`src/rtl/mips_pkg.sv`:
```
// Shared MIPS pipeline definitions: datapath defaults, ALU opcodes,
// target-operand selector codes and the operand stage state type.
package mips_pkg;

  localparam int XLEN_DEFAULT = 32;
  localparam int REGW_DEFAULT = 5;

  localparam logic [3:0] ALUOP_SLL  = 4'd0;
  localparam logic [3:0] ALUOP_SRA  = 4'd1;
  localparam logic [3:0] ALUOP_SRL  = 4'd2;
  localparam logic [3:0] ALUOP_MUL  = 4'd3;
  localparam logic [3:0] ALUOP_DIV  = 4'd4;
  localparam logic [3:0] ALUOP_ADD  = 4'd5;
  localparam logic [3:0] ALUOP_SUB  = 4'd6;
  localparam logic [3:0] ALUOP_AND  = 4'd7;
  localparam logic [3:0] ALUOP_OR   = 4'd8;
  localparam logic [3:0] ALUOP_XOR  = 4'd9;
  localparam logic [3:0] ALUOP_NOR  = 4'd10;
  localparam logic [3:0] ALUOP_SLT  = 4'd11;
  localparam logic [3:0] ALUOP_SLTU = 4'd12;

  localparam logic [2:0] SRC_RT       = 3'd0;
  localparam logic [2:0] SRC_SEXT     = 3'd1;
  localparam logic [2:0] SRC_ZEXT     = 3'd2;
  localparam logic [2:0] SRC_LUI      = 3'd3;
  localparam logic [2:0] SRC_SHAMT    = 3'd4;
  localparam logic [2:0] SRC_RS_SHIFT = 3'd5;

  typedef enum logic {
    ST_EMPTY = 1'b0,
    ST_FULL  = 1'b1
  } stage_state_e;

  // Shift ops take the shifted value from rt, everything else from rs.
  function automatic logic is_shift_op(input logic [3:0] op);
    return (op <= ALUOP_SRL);
  endfunction

endpackage

```
`src/rtl/fwd_mux.sv`:
```
// Operand forwarding resolver: newest non-load producer wins, register 0
// always reads as zero.
module fwd_mux
  import mips_pkg::*;
#(
  parameter int XLEN = XLEN_DEFAULT,
  parameter int REGW = REGW_DEFAULT
) (
  input  logic [REGW-1:0] idx,
  input  logic [XLEN-1:0] rf_val,
  input  logic            exm_wen,
  input  logic            exm_is_load,
  input  logic [REGW-1:0] exm_dst,
  input  logic [XLEN-1:0] exm_val,
  input  logic            mwb_wen,
  input  logic [REGW-1:0] mwb_dst,
  input  logic [XLEN-1:0] mwb_val,
  output logic [XLEN-1:0] val
);

  // Priority select: zero register, EX/MEM, MEM/WB, register file.
  always_comb begin
    val = {XLEN{1'b0}};
    if (idx == {REGW{1'b0}}) begin
      val = {XLEN{1'b0}};
    end else if (exm_wen && !exm_is_load && (exm_dst == idx)) begin
      val = exm_val;
    end else if (mwb_wen && (mwb_dst == idx)) begin
      val = mwb_val;
    end else begin
      val = rf_val;
    end
  end

endmodule

```
`src/rtl/alu_operand_stage.sv`:
```
// ID/EX stage in front of the ALU: resolves forwarding, picks the target
// operand and holds sr/tg/ALUop in a one-entry valid/ready register.
module alu_operand_stage
  import mips_pkg::*;
#(
  parameter int XLEN = XLEN_DEFAULT,
  parameter int REGW = REGW_DEFAULT
) (
  input  logic            clk,
  input  logic            rst_n,
  input  logic            in_valid,
  output logic            in_ready,
  input  logic [REGW-1:0] in_rs_idx,
  input  logic [REGW-1:0] in_rt_idx,
  input  logic [XLEN-1:0] in_rs_val,
  input  logic [XLEN-1:0] in_rt_val,
  input  logic [15:0]     in_imm,
  input  logic [4:0]      in_shamt,
  input  logic [2:0]      in_src_sel,
  input  logic            in_uses_rs,
  input  logic            in_uses_rt,
  input  logic [3:0]      in_aluop,
  input  logic [REGW-1:0] in_dst,
  input  logic            in_wen,
  input  logic            exm_wen,
  input  logic            exm_is_load,
  input  logic [REGW-1:0] exm_dst,
  input  logic [XLEN-1:0] exm_val,
  input  logic            mwb_wen,
  input  logic [REGW-1:0] mwb_dst,
  input  logic [XLEN-1:0] mwb_val,
  input  logic            flush,
  output logic            out_valid,
  input  logic            out_ready,
  output logic [XLEN-1:0] sr,
  output logic [XLEN-1:0] tg,
  output logic [3:0]      ALUop,
  output logic [REGW-1:0] out_dst,
  output logic            out_wen
);

  stage_state_e state_r, state_next_s;

  logic            out_valid_s, in_ready_s, load_use_s, capture_s, hold_s;
  logic [XLEN-1:0] rs_fwd_s, rt_fwd_s, sr_next_s, tg_next_s, tg_refresh_s;
  logic            shift_op_s;
  logic [REGW-1:0] sr_idx_next_s, tg_idx_next_s;
  logic            sr_use_next_s, tg_use_next_s, tg_narrow_next_s;
  logic            mwb_sr_hit_s, mwb_tg_hit_s;

  logic [XLEN-1:0] sr_r, tg_r;
  logic [3:0]      aluop_r;
  logic [REGW-1:0] dst_r, sr_idx_r, tg_idx_r;
  logic            wen_r, sr_use_r, tg_use_r, tg_narrow_r;

  fwd_mux #(.XLEN(XLEN), .REGW(REGW)) u_rs_fwd (
    .idx(in_rs_idx), .rf_val(in_rs_val),
    .exm_wen(exm_wen), .exm_is_load(exm_is_load), .exm_dst(exm_dst), .exm_val(exm_val),
    .mwb_wen(mwb_wen), .mwb_dst(mwb_dst), .mwb_val(mwb_val),
    .val(rs_fwd_s)
  );

  fwd_mux #(.XLEN(XLEN), .REGW(REGW)) u_rt_fwd (
    .idx(in_rt_idx), .rf_val(in_rt_val),
    .exm_wen(exm_wen), .exm_is_load(exm_is_load), .exm_dst(exm_dst), .exm_val(exm_val),
    .mwb_wen(mwb_wen), .mwb_dst(mwb_dst), .mwb_val(mwb_val),
    .val(rt_fwd_s)
  );

  // A load still in EX/MEM cannot supply its result yet.
  always_comb begin
    load_use_s = in_valid && exm_wen && exm_is_load && (exm_dst != {REGW{1'b0}}) &&
                 ((in_uses_rs && (exm_dst == in_rs_idx)) ||
                  (in_uses_rt && (exm_dst == in_rt_idx)));
  end

  // State register.
  always_ff @(posedge clk or negedge rst_n) begin
    if (!rst_n) begin
      state_r <= ST_EMPTY;
    end else begin
      state_r <= state_next_s;
    end
  end

  // Next state: flush beats capture, capture beats drain.
  always_comb begin
    state_next_s = state_r;
    if (flush) begin
      state_next_s = ST_EMPTY;
    end else if (capture_s) begin
      state_next_s = ST_FULL;
    end else if (out_ready) begin
      state_next_s = ST_EMPTY;
    end else begin
      state_next_s = state_r;
    end
  end

  // Handshake outputs derived from the state register.
  always_comb begin
    out_valid_s = (state_r == ST_FULL);
    in_ready_s  = (!out_valid_s || out_ready) && !load_use_s && !flush;
    capture_s   = in_valid && in_ready_s;
    hold_s      = out_valid_s && !out_ready && !flush;
  end

  // Operand selection plus bookkeeping of which register feeds each operand.
  always_comb begin
    shift_op_s       = is_shift_op(in_aluop);
    tg_idx_next_s    = {REGW{1'b0}};
    tg_use_next_s    = 1'b0;
    tg_narrow_next_s = 1'b0;
    if (shift_op_s) begin
      sr_next_s     = rt_fwd_s;
      sr_idx_next_s = in_rt_idx;
      sr_use_next_s = in_uses_rt;
    end else begin
      sr_next_s     = rs_fwd_s;
      sr_idx_next_s = in_rs_idx;
      sr_use_next_s = in_uses_rs;
    end
    case (in_src_sel)
      SRC_RT: begin
        tg_next_s     = rt_fwd_s;
        tg_idx_next_s = in_rt_idx;
        tg_use_next_s = in_uses_rt;
      end
      SRC_SEXT:  tg_next_s = XLEN'($signed(in_imm));
      SRC_ZEXT:  tg_next_s = XLEN'(in_imm);
      SRC_LUI:   tg_next_s = XLEN'(in_imm) << 16;
      SRC_SHAMT: tg_next_s = XLEN'(in_shamt);
      SRC_RS_SHIFT: begin
        tg_next_s        = XLEN'(rs_fwd_s[4:0]);
        tg_idx_next_s    = in_rs_idx;
        tg_use_next_s    = in_uses_rs;
        tg_narrow_next_s = 1'b1;
      end
      default:   tg_next_s = {XLEN{1'b0}};
    endcase
  end

  // A held operand must not miss a writeback that retires while we stall.
  always_comb begin
    mwb_sr_hit_s = hold_s && mwb_wen && (mwb_dst != {REGW{1'b0}}) && sr_use_r &&
                   (mwb_dst == sr_idx_r);
    mwb_tg_hit_s = hold_s && mwb_wen && (mwb_dst != {REGW{1'b0}}) && tg_use_r &&
                   (mwb_dst == tg_idx_r);
    if (tg_narrow_r) begin
      tg_refresh_s = XLEN'(mwb_val[4:0]);
    end else begin
      tg_refresh_s = mwb_val;
    end
  end

  // Output/data registers.
  always_ff @(posedge clk or negedge rst_n) begin
    if (!rst_n) begin
      sr_r        <= {XLEN{1'b0}};
      tg_r        <= {XLEN{1'b0}};
      aluop_r     <= 4'd0;
      dst_r       <= {REGW{1'b0}};
      wen_r       <= 1'b0;
      sr_idx_r    <= {REGW{1'b0}};
      tg_idx_r    <= {REGW{1'b0}};
      sr_use_r    <= 1'b0;
      tg_use_r    <= 1'b0;
      tg_narrow_r <= 1'b0;
    end else if (capture_s) begin
      sr_r        <= sr_next_s;
      tg_r        <= tg_next_s;
      aluop_r     <= in_aluop;
      dst_r       <= in_dst;
      wen_r       <= in_wen;
      sr_idx_r    <= sr_idx_next_s;
      tg_idx_r    <= tg_idx_next_s;
      sr_use_r    <= sr_use_next_s;
      tg_use_r    <= tg_use_next_s;
      tg_narrow_r <= tg_narrow_next_s;
    end else begin
      if (flush) begin
        wen_r <= 1'b0;
      end
      if (mwb_sr_hit_s) begin
        sr_r <= mwb_val;
      end
      if (mwb_tg_hit_s) begin
        tg_r <= tg_refresh_s;
      end
    end
  end

  assign out_valid = out_valid_s;
  assign in_ready  = in_ready_s;
  assign sr        = sr_r;
  assign tg        = tg_r;
  assign ALUop     = aluop_r;
  assign out_dst   = dst_r;
  assign out_wen   = wen_r;

endmodule

```
`config.mk`:
```
export PLATFORM = sky130hd
export DESIGN_NAME = alu_operand_stage
export DESIGN_NICKNAME = d
export VERILOG_FILES = /design/src/rtl/mips_pkg.sv /design/src/rtl/fwd_mux.sv /design/src/rtl/alu_operand_stage.sv
export SDC_FILE = /design/constraint.sdc
export NUM_CORES = 1
export LEC_CHECK = 0
export CAP_MARGIN = 0
export CORE_MARGIN = 2
export CORE_UTILIZATION = 45
export CTS_CLUSTER_DIAMETER = 60
export CTS_CLUSTER_SIZE = 12
export DETAILED_ROUTE_END_ITERATION = 16
export PLACE_DENSITY = 0.87
export RECOVER_POWER = 50
export SLEW_MARGIN = 0
export SYNTH_ARGS = -nofsm -noshare
export SYNTH_HDL_FRONTEND = slang
export SYNTH_SLANG_ARGS = --single-unit
export TNS_END_PERCENT = 1
```
`constraint.sdc`:
```
create_clock -name clk -period 3.85 [get_ports clk]
set_clock_uncertainty 0.05 [all_clocks]
set_input_delay 0.5775 -clock clk [delete_from_list [all_inputs] [get_ports clk]]
set_output_delay 0.5775 -clock clk [all_outputs]
set_load 0.05 [all_outputs]
```
==> summary.txt, run 1 <==
Global routing
  – GRT Total Usage: between 30% and 40%
  – Initial antenna violation count: 2
  – Largest net degree at the start of global routing: 60
  – First-pass GRT wire length: 46,110 um
  – Vias in the first global route: 8,408
  – Grt ovf: 0

Clock tree
  – PostCTS Resize Cnt: 0
  – Clock transition at path regs: 0.06 ns
  – Max Buffers Root-to-Sink: 2
  – Root cell of the clock tree: clkbuf_16
  – # clock sinks: 88
  – Clock latency on the worst-skew pair: between 0.3 and 0.4 ns
  – Hold-fix buffer count after cts: 0
  – H-tree levels: 3
  – CTS tree: built
  – Postcts setup bufs: 0
  – Clock buffer count from CTS: 9

Timing
  – Pins Over Slew Limit: 0
  – Max frequency: 0.3266 GHz
  – Final hold vios: 0
  – Unrepaired setup endpoints after global routing: false
  – Worst Tran Pin Value: between 1 and 1.5 ns
  – Setup TNS Final: 0 ns
  – Max transition margin: 15.85%
  – Setup violations, final: 0
  – Min Tclk post-route: 3.062 ns
  – Tcrit/Tclk final: roughly 80%

Critical path
  – Crit path from: in_rt_idx[4]
  – CP Launch Type: input pin
  – Reg2reg start: out_valid$_DFFE_PN0P_
  – Slowest CP cell: or2_2
  – Crit path DAT: 3.21 ns
  – Crit-path max FO: 36
  – Worst path cell trace: clkdlybuf4s50_1 > xnor2_1 > nand3_1 > buf_4 > or2_2 > a31oi_1 > a221oi_1 > o22ai_1
  – CP delay by family, top: buffers and inverters
  – CP required: roughly 4.0 ns
  – Worst path depth: 8
  – CP Capture Type: register
  – Slowest stage delay, CP: 0.73 ns
  – Worst r2r path cells: 6
  – Critical path type: in -> reg
  – Buf+Inv Stages, Crit Path: 2

Logic synthesis
  – Top FF cell, synth: dfrtp_1
  – Async SR Flop Fraction: 100.0%
  – Yosys cell types: 55
  – Top cells by area, synth: dfrtp_1 (32%), o21ai_0 (6.2%), mux2i_1 (5.4%), a21oi_1 (5.1%), a22oi_1 (4.3%)
  – Yosys reg bits: a little under 90
  – Post-synthesis sequential area ratio: 32.06%
  – Post-Syn Nets: 1,048
  – Cell accounting for the most synthesized area: dfrtp_1
  – Mapped Area: ~6900 um2
  – Cells after Synth: approximately 860
  – Post-synth EDFFs: 0
  – Yosys warns: 0
  – Synth top area share: between 30% and 40%
  – Mean Syn Cell Area: 8.025 um2

Final layout
  – Final core occ: 66.56%
  – P&R area growth vs syn: 45.66%
  – Layout fillers: around 1,200
  – Layout Cells excl Fill: about 1,300
  – Share of layout cells above drive strength 1: between 6 and 7%
  – Nets: 1,268

Min path
  – Min-Delay Path Class: in -> async

Floorplan
  – Ports: approximately 270
  – Core area: 15,030 um2
  – Row count: 45
  – Starting Density: a little under half
  – DIE HEIGHT: 127.6 um
  – Die W: 127.6 um
  – Die area: 16,270 um2

Power
  – Leak Pwr: 3.662 nW
  – PwrDens: 371.6 nW/um2
  – VDD IR max: 287.2 uV
  – Design Power: 3.718 mW

Drt
  – WL per Instance: 23.70 um
  – Via count: about 8,500
  – Drt initial violations: 1,451
  – Via-per-instance ratio: around 6.7
  – Antenna Nets Post-Route: 0
  – DR DRC count: 0
  – Detailed Route WL: 30,120 um
  – Pre-Repair DR Iteration Count: 6

Run status
  – Outcome: finished clean

Run
  – Max-Cap Viols: 0

Placement
  – Port bufs: between 200 and 300
  – Placer Congestion: 0.9909
  – HPWL after DPL: 21,530 um
  – # placed instances: 1,253
## logic make-up after synthesis
logic type | count (synthesis) | share of synthesized area (%)
buf+inv | 113 | 7.504
compound gates | 354 | 33.26
simple gates | 223 | 16.19
mux | 47 | 7.031
xor+xnor | 31 | 3.953
flops | 88 | 32.06
## registers in the layout (all words and copies together) (netlist names)
name	cells
tg	32
ALUop	4
tg_narrow_r	1
sr_use_r	1
sr	32
out_valid	1
tg_use_r	1
tg_idx_r	5
sr_idx_r	5
out_wen	1
out_dst	5
## cell usage after synthesis (35+ instances only)
cell type and instances:
a21oi_1 70, clkbuf_1 46, nand2_1 66, nor3_1 50, o21ai_0 85, a22oi_1 39, mux2i_1 37, nand3_1 35
dfrtp_1 88
## path summary, 6_finish.rpt
| check | to | slack [ns] |
|---|---|---|
| worst max-delay path | tg[27]$_DFFE_PN0P_ | 0.79 |
| worst min-delay path | ALUop[0]$_DFFE_PN0P_ | 0.40 |
| worst max register to register | tg[9]$_DFFE_PN0P_ | 1.29 |
| worst min register to register | tg_use_r$_DFFE_PN0P_ | 0.44 |
| max in group asynchronous | tg[11]$_DFFE_PN0P_ | 2.22 |
| min in group clk | tg_use_r$_DFFE_PN0P_ | 0.44 |
## where the power goes
part           internal, mW  leakage, nW  total, mW  switching, mW
Clock                 0.670        0.172       1.06          0.395
Sequential             1.06         1.08       1.16          0.101
Combinational         0.580         2.41       1.49          0.912
Total                  2.31         3.66       3.72           1.41
## per-stage QoR
step | setup WS [ns] | hold WS (ns) | cell area, um2
5_1_grt | 0.6662 | 0.4709 | 10010
3_3_place_gp | 0.5988 | 0.4123 | 9649
3_5_place_dp | 0.5626 | 0.4272 | 9649
2_1_floorplan | 1.402 | 0.2319 | 6869
4_1_cts | 0.8876 | 0.05942 | 10000
6_report | 0.7881 | 0.3963 | 10010
## cell usage in the layout (no fill, tap or decap), types with 9 or more instances in the layout
cell / instances
dlygate4sd3_1: 38
dfrtp_1: 88
mux2i_1: 37
inv_1: 26
a22oi_1: 39
nor2_1: 19
nand2_1: 66
nand3_1: 35
o21a_1: 31
nor3_1: 49
clkbuf_16: 9
a21oi_1: 68
o22ai_1: 15
buf_4: 26
a31oi_1: 31
a221oi_1: 16
o211ai_1: 25
clkdlybuf4s50_1: 227
a211oi_1: 10
or3_1: 14
xnor2_1: 31
mux2_2: 10
a221o_1: 11
o21ai_0: 85
## routing by layer
| metal | wire (um) | vias to the layer above | track usage [%] |
|---|---|---|---|
| met1 | 10990 | 3931 | 45.70 |
| met5 | 0 | - | 0 |
| met3 | 3905 | 159 | 9.925 |
| met4 | 1624 | 0 | 20.10 |
| met2 | 13600 | 742 | 57.12 |
| li1 | - | 3658 | - |
## layout make-up
class                      instances  area, um2  area share [%]
multi-input combinational        655       4179           41.77
timing repair buffer             296       2932           29.30
sequential                        88       2202           22.01
clock buffer                      11      252.7           2.526
tap                              188      235.2           2.351
clock inverter                     5      102.6           1.025
inverter                          26      97.59          0.9754
antenna                            2      5.005         0.05002
Note: power is estimated with default switching activity, not from simulation.
==> run 2, diff against run 1 <==
CORE_UTILIZATION = 41   (was 45)
PLACE_DENSITY = 0.84   (was 0.87)
clock period = 2.5 ns   (was 3.85 ns; I/O delays follow)
==> summary.txt, run 2 (synthesized netlist as in run 1, its figures left out) <==
Global routing
  – Grt ovf: 0 (unchanged)
  – Largest net degree at the start of global routing: 41 (-32%)
  – GRT Total Usage: 34.38% (-2.1 points)
  – Vias in the first global route: 8,395 (-0.15%)
  – First-pass GRT wire length: 47,780 um (+3.6%)
  – Initial antenna violation count: 0 (-2)

Drt
  – DR DRC count: 0 (unchanged)
  – Drt initial violations: 1,113 (-23%)
  – Via-per-instance ratio: 6.314 (-5.5%)
  – WL per Instance: 22.81 um (-3.7%)
  – Antenna Nets Post-Route: 0 (unchanged)
  – Pre-Repair DR Iteration Count: 7 (+1)
  – Detailed Route WL: 31,160 um (+3.5%)
  – Via count: 8,625 (+1.6%)

Placement
  – Placer Congestion: 0.9957 (+0.48%)
  – # placed instances: 1,349 (+7.7%)
  – Placed Area: 10,380 um2 (+7.6%)
  – HPWL after DPL: 23,330 um (+8.3%)
  – Port bufs: 267 (unchanged)

Critical path
  – CP Capture Type: register
  – Critical path type: in -> reg
  – Buf+Inv Stages, Crit Path: 3 (+1)
  – Worst path cell trace: clkdlybuf4s50_1 > buf_4 > xnor2_1 > nand4_1 > nor3_4 > buf_4 > mux2i_1 > a22oi_1
  – Crit path from: mwb_dst[1]
  – Crit-path most repeated cell: buf_4
  – CP required: 2.66 ns (-1.34 ns)
  – Slowest CP cell: clkdlybuf4s50_1
  – Crit-path max FO: 9 (-75%)
  – Slowest stage delay, CP: 0.56 ns (-0.17 ns)
  – CP delay by family, top: buffers and inverters
  – Reg2reg start: out_valid$_DFFE_PN0P_
  – Crit path DAT: 2.58 ns (-0.63 ns)
  – CP Launch Type: input pin

Clock tree
  – H-tree levels: 3 (unchanged)
  – Root cell of the clock tree: clkbuf_16
  – # clock sinks: 88 (unchanged)
  – Postcts setup bufs: 0 (unchanged)
  – Clock transition at path regs: 0.07 ns (about the same)
  – CTS tree: built
  – Clock buffer count from CTS: 9 (unchanged)
  – Max Buffers Root-to-Sink: 2 (unchanged)
  – Clock latency on the worst-skew pair: 0.35 ns (about the same)

Power
  – Design Power: 5.796 mW (+56%)
  – Leak Pwr: 4.061 nW (+11%)
  – PwrDens: 540.5 nW/um2 (+45%)
  – VDD IR max: 459.5 uV (+60%)

Final layout
  – Share of layout cells above drive strength 1: 12.13% (+5.6 points)
  – Nets: 1,333 (+5.1%)
  – Commonest non-fill, non-tap cells in the layout: clkdlybuf4s50_1 (228), dfrtp_1 (88), o21ai_0 (85)
  – N_diodes: 0 (-2)
  – Layout fillers: 1,377 (+13%)
  – P&R area growth vs syn: 56.12%
  – Area occupied by multi-input gates: 4188 um2 (+0.21%)
  – Layout Cells excl Fill: 1,366 (+7.5%)
  – Commonest non-fill, non-tap cell in the layout: clkdlybuf4s50_1
  – Sequential Area: 2202 um2 (unchanged)
  – Final instance area: 10,720 um2 (+7.2%)

Timing
  – Min Tclk post-route: about 2.4 ns
  – Tcrit/Tclk final: 96.68%
  – Final hold vios: 0 (unchanged)
  – Max transition margin: 24.12% (+8.3 points)
  – Pins Over Slew Limit: 0 (unchanged)
  – Unrepaired setup endpoints after global routing: false
  – Worst Tran Pin Value: 1.138 ns (-0.1193 ns)
  – Max frequency: about 0.41 GHz
  – Setup violations, final: 0 (unchanged)

Run
  – Max-Cap Viols: 0 (unchanged)

Floorplan
  – Starting Density: 41.72% (-4.0 points)
  – DIE HEIGHT: 133.4 um (+4.6%)
  – Die area: 17,800 um2 (+9.4%)
  – Core area: 16,470 um2 (+9.5%)
  – Die W: 133.4 um (+4.6%)
  – Row count: 47 (+4.4%)
  – Ports: 268 (unchanged)

Run status
  – Outcome: finished clean

Min path
  – Min-Delay Path Class: reg -> reg
  – Hold_sp: tg_idx_r[1]$_DFFE_PN0P_
run 2: changes by cell type in the layout (fill, tap and decap cells not counted), sizes merged:
cell	delta
buf	+62
clkbuf	+3
diode	-2
bufinv	-1
clkdlybuf4s50	+1
clkinvlp	-1
inv	+1
run 2: area by class of cell:
| cell class | instances | area share, % |
|---|---|---|
| inverter | 26 | 0.9100 |
| multi-input combinational | 655 | 39.05 |
| timing repair buffer | 361 | 33.77 |
| clock buffer | 12 | 2.485 |
| clock inverter | 4 | 0.6884 |
| sequential | 88 | 20.53 |
| tap | 220 | 2.567 |
run 2: stage by stage:
| stage | setup slack (ns) | utilization [%] | TNS, ns | hold WS (ns) |
|---|---|---|---|---|
| after CTS | 0.1165 | 65.18 | 0 | 0.4529 |
| final | 0.08301 | 65.13 | 0 | 0.4513 |
| after global placement | -0.1685 | 63.05 | -6.197 | 0.3585 |
| after global routing | 0.02004 | 65.13 | 0 | 0.4731 |
| after floorplan | 0.3435 | - | 0 | 0.02941 |
| after detailed placement | -0.2239 | 63.05 | -9.187 | 0.3662 |
run 2: routing by layer:
metal	global-route usage, %	routed length [um]	vias up
li1	-	-	3797
met1	45.08	11950	4018
met2	55.18	14370	685
met3	6.583	3551	125
met4	15.60	1286	0
met5	0	0	-
run 2: final timing paths:
| kind | depth (start not counted) | slack (ns) | to |
|---|---|---|---|
| worst max-delay path | 8 | 0.08 | sr[10]$_DFFE_PN0P_ |
| worst min-delay path | 2 | 0.45 | tg_idx_r[1]$_DFFE_PN0P_ |
| worst max register to register | 7 | 0.37 | sr[10]$_DFFE_PN0P_ |
| worst min register to register | 2 | 0.45 | tg_idx_r[1]$_DFFE_PN0P_ |
| max in group asynchronous | 3 | 0.46 | sr[16]$_DFFE_PN0P_ |
| min in group asynchronous | 2 | 0.72 | ALUop[0]$_DFFE_PN0P_ |
run 2: timing repair:
| item | in CTS | in global routing |
|---|---|---|
| endpoints found under the hold margin | 8 | 0 |
| endpoints found under the setup margin | 0 | 7 |
| hold buffers | 1 | 0 |
| gates resized for setup | 0 | 3 |
run 2: worst reg2reg max path: stages (launching register included):
cell and delay [ns]:
dfrtp_1 0.37, and4bb_1 0.26, o21ai_2 0.09, buf_4 0.15
nor3_4 0.43, buf_4 0.30, mux2i_1 0.22, a22oi_1 0.12
run 2: report_power, final:
part | leakage, nW | internal (mW) | switching [mW]
Combinational | 2.81 | 0.978 | 1.45
Clock | 0.169 | 0.962 | 0.632
Sequential | 1.08 | 1.63 | 0.145
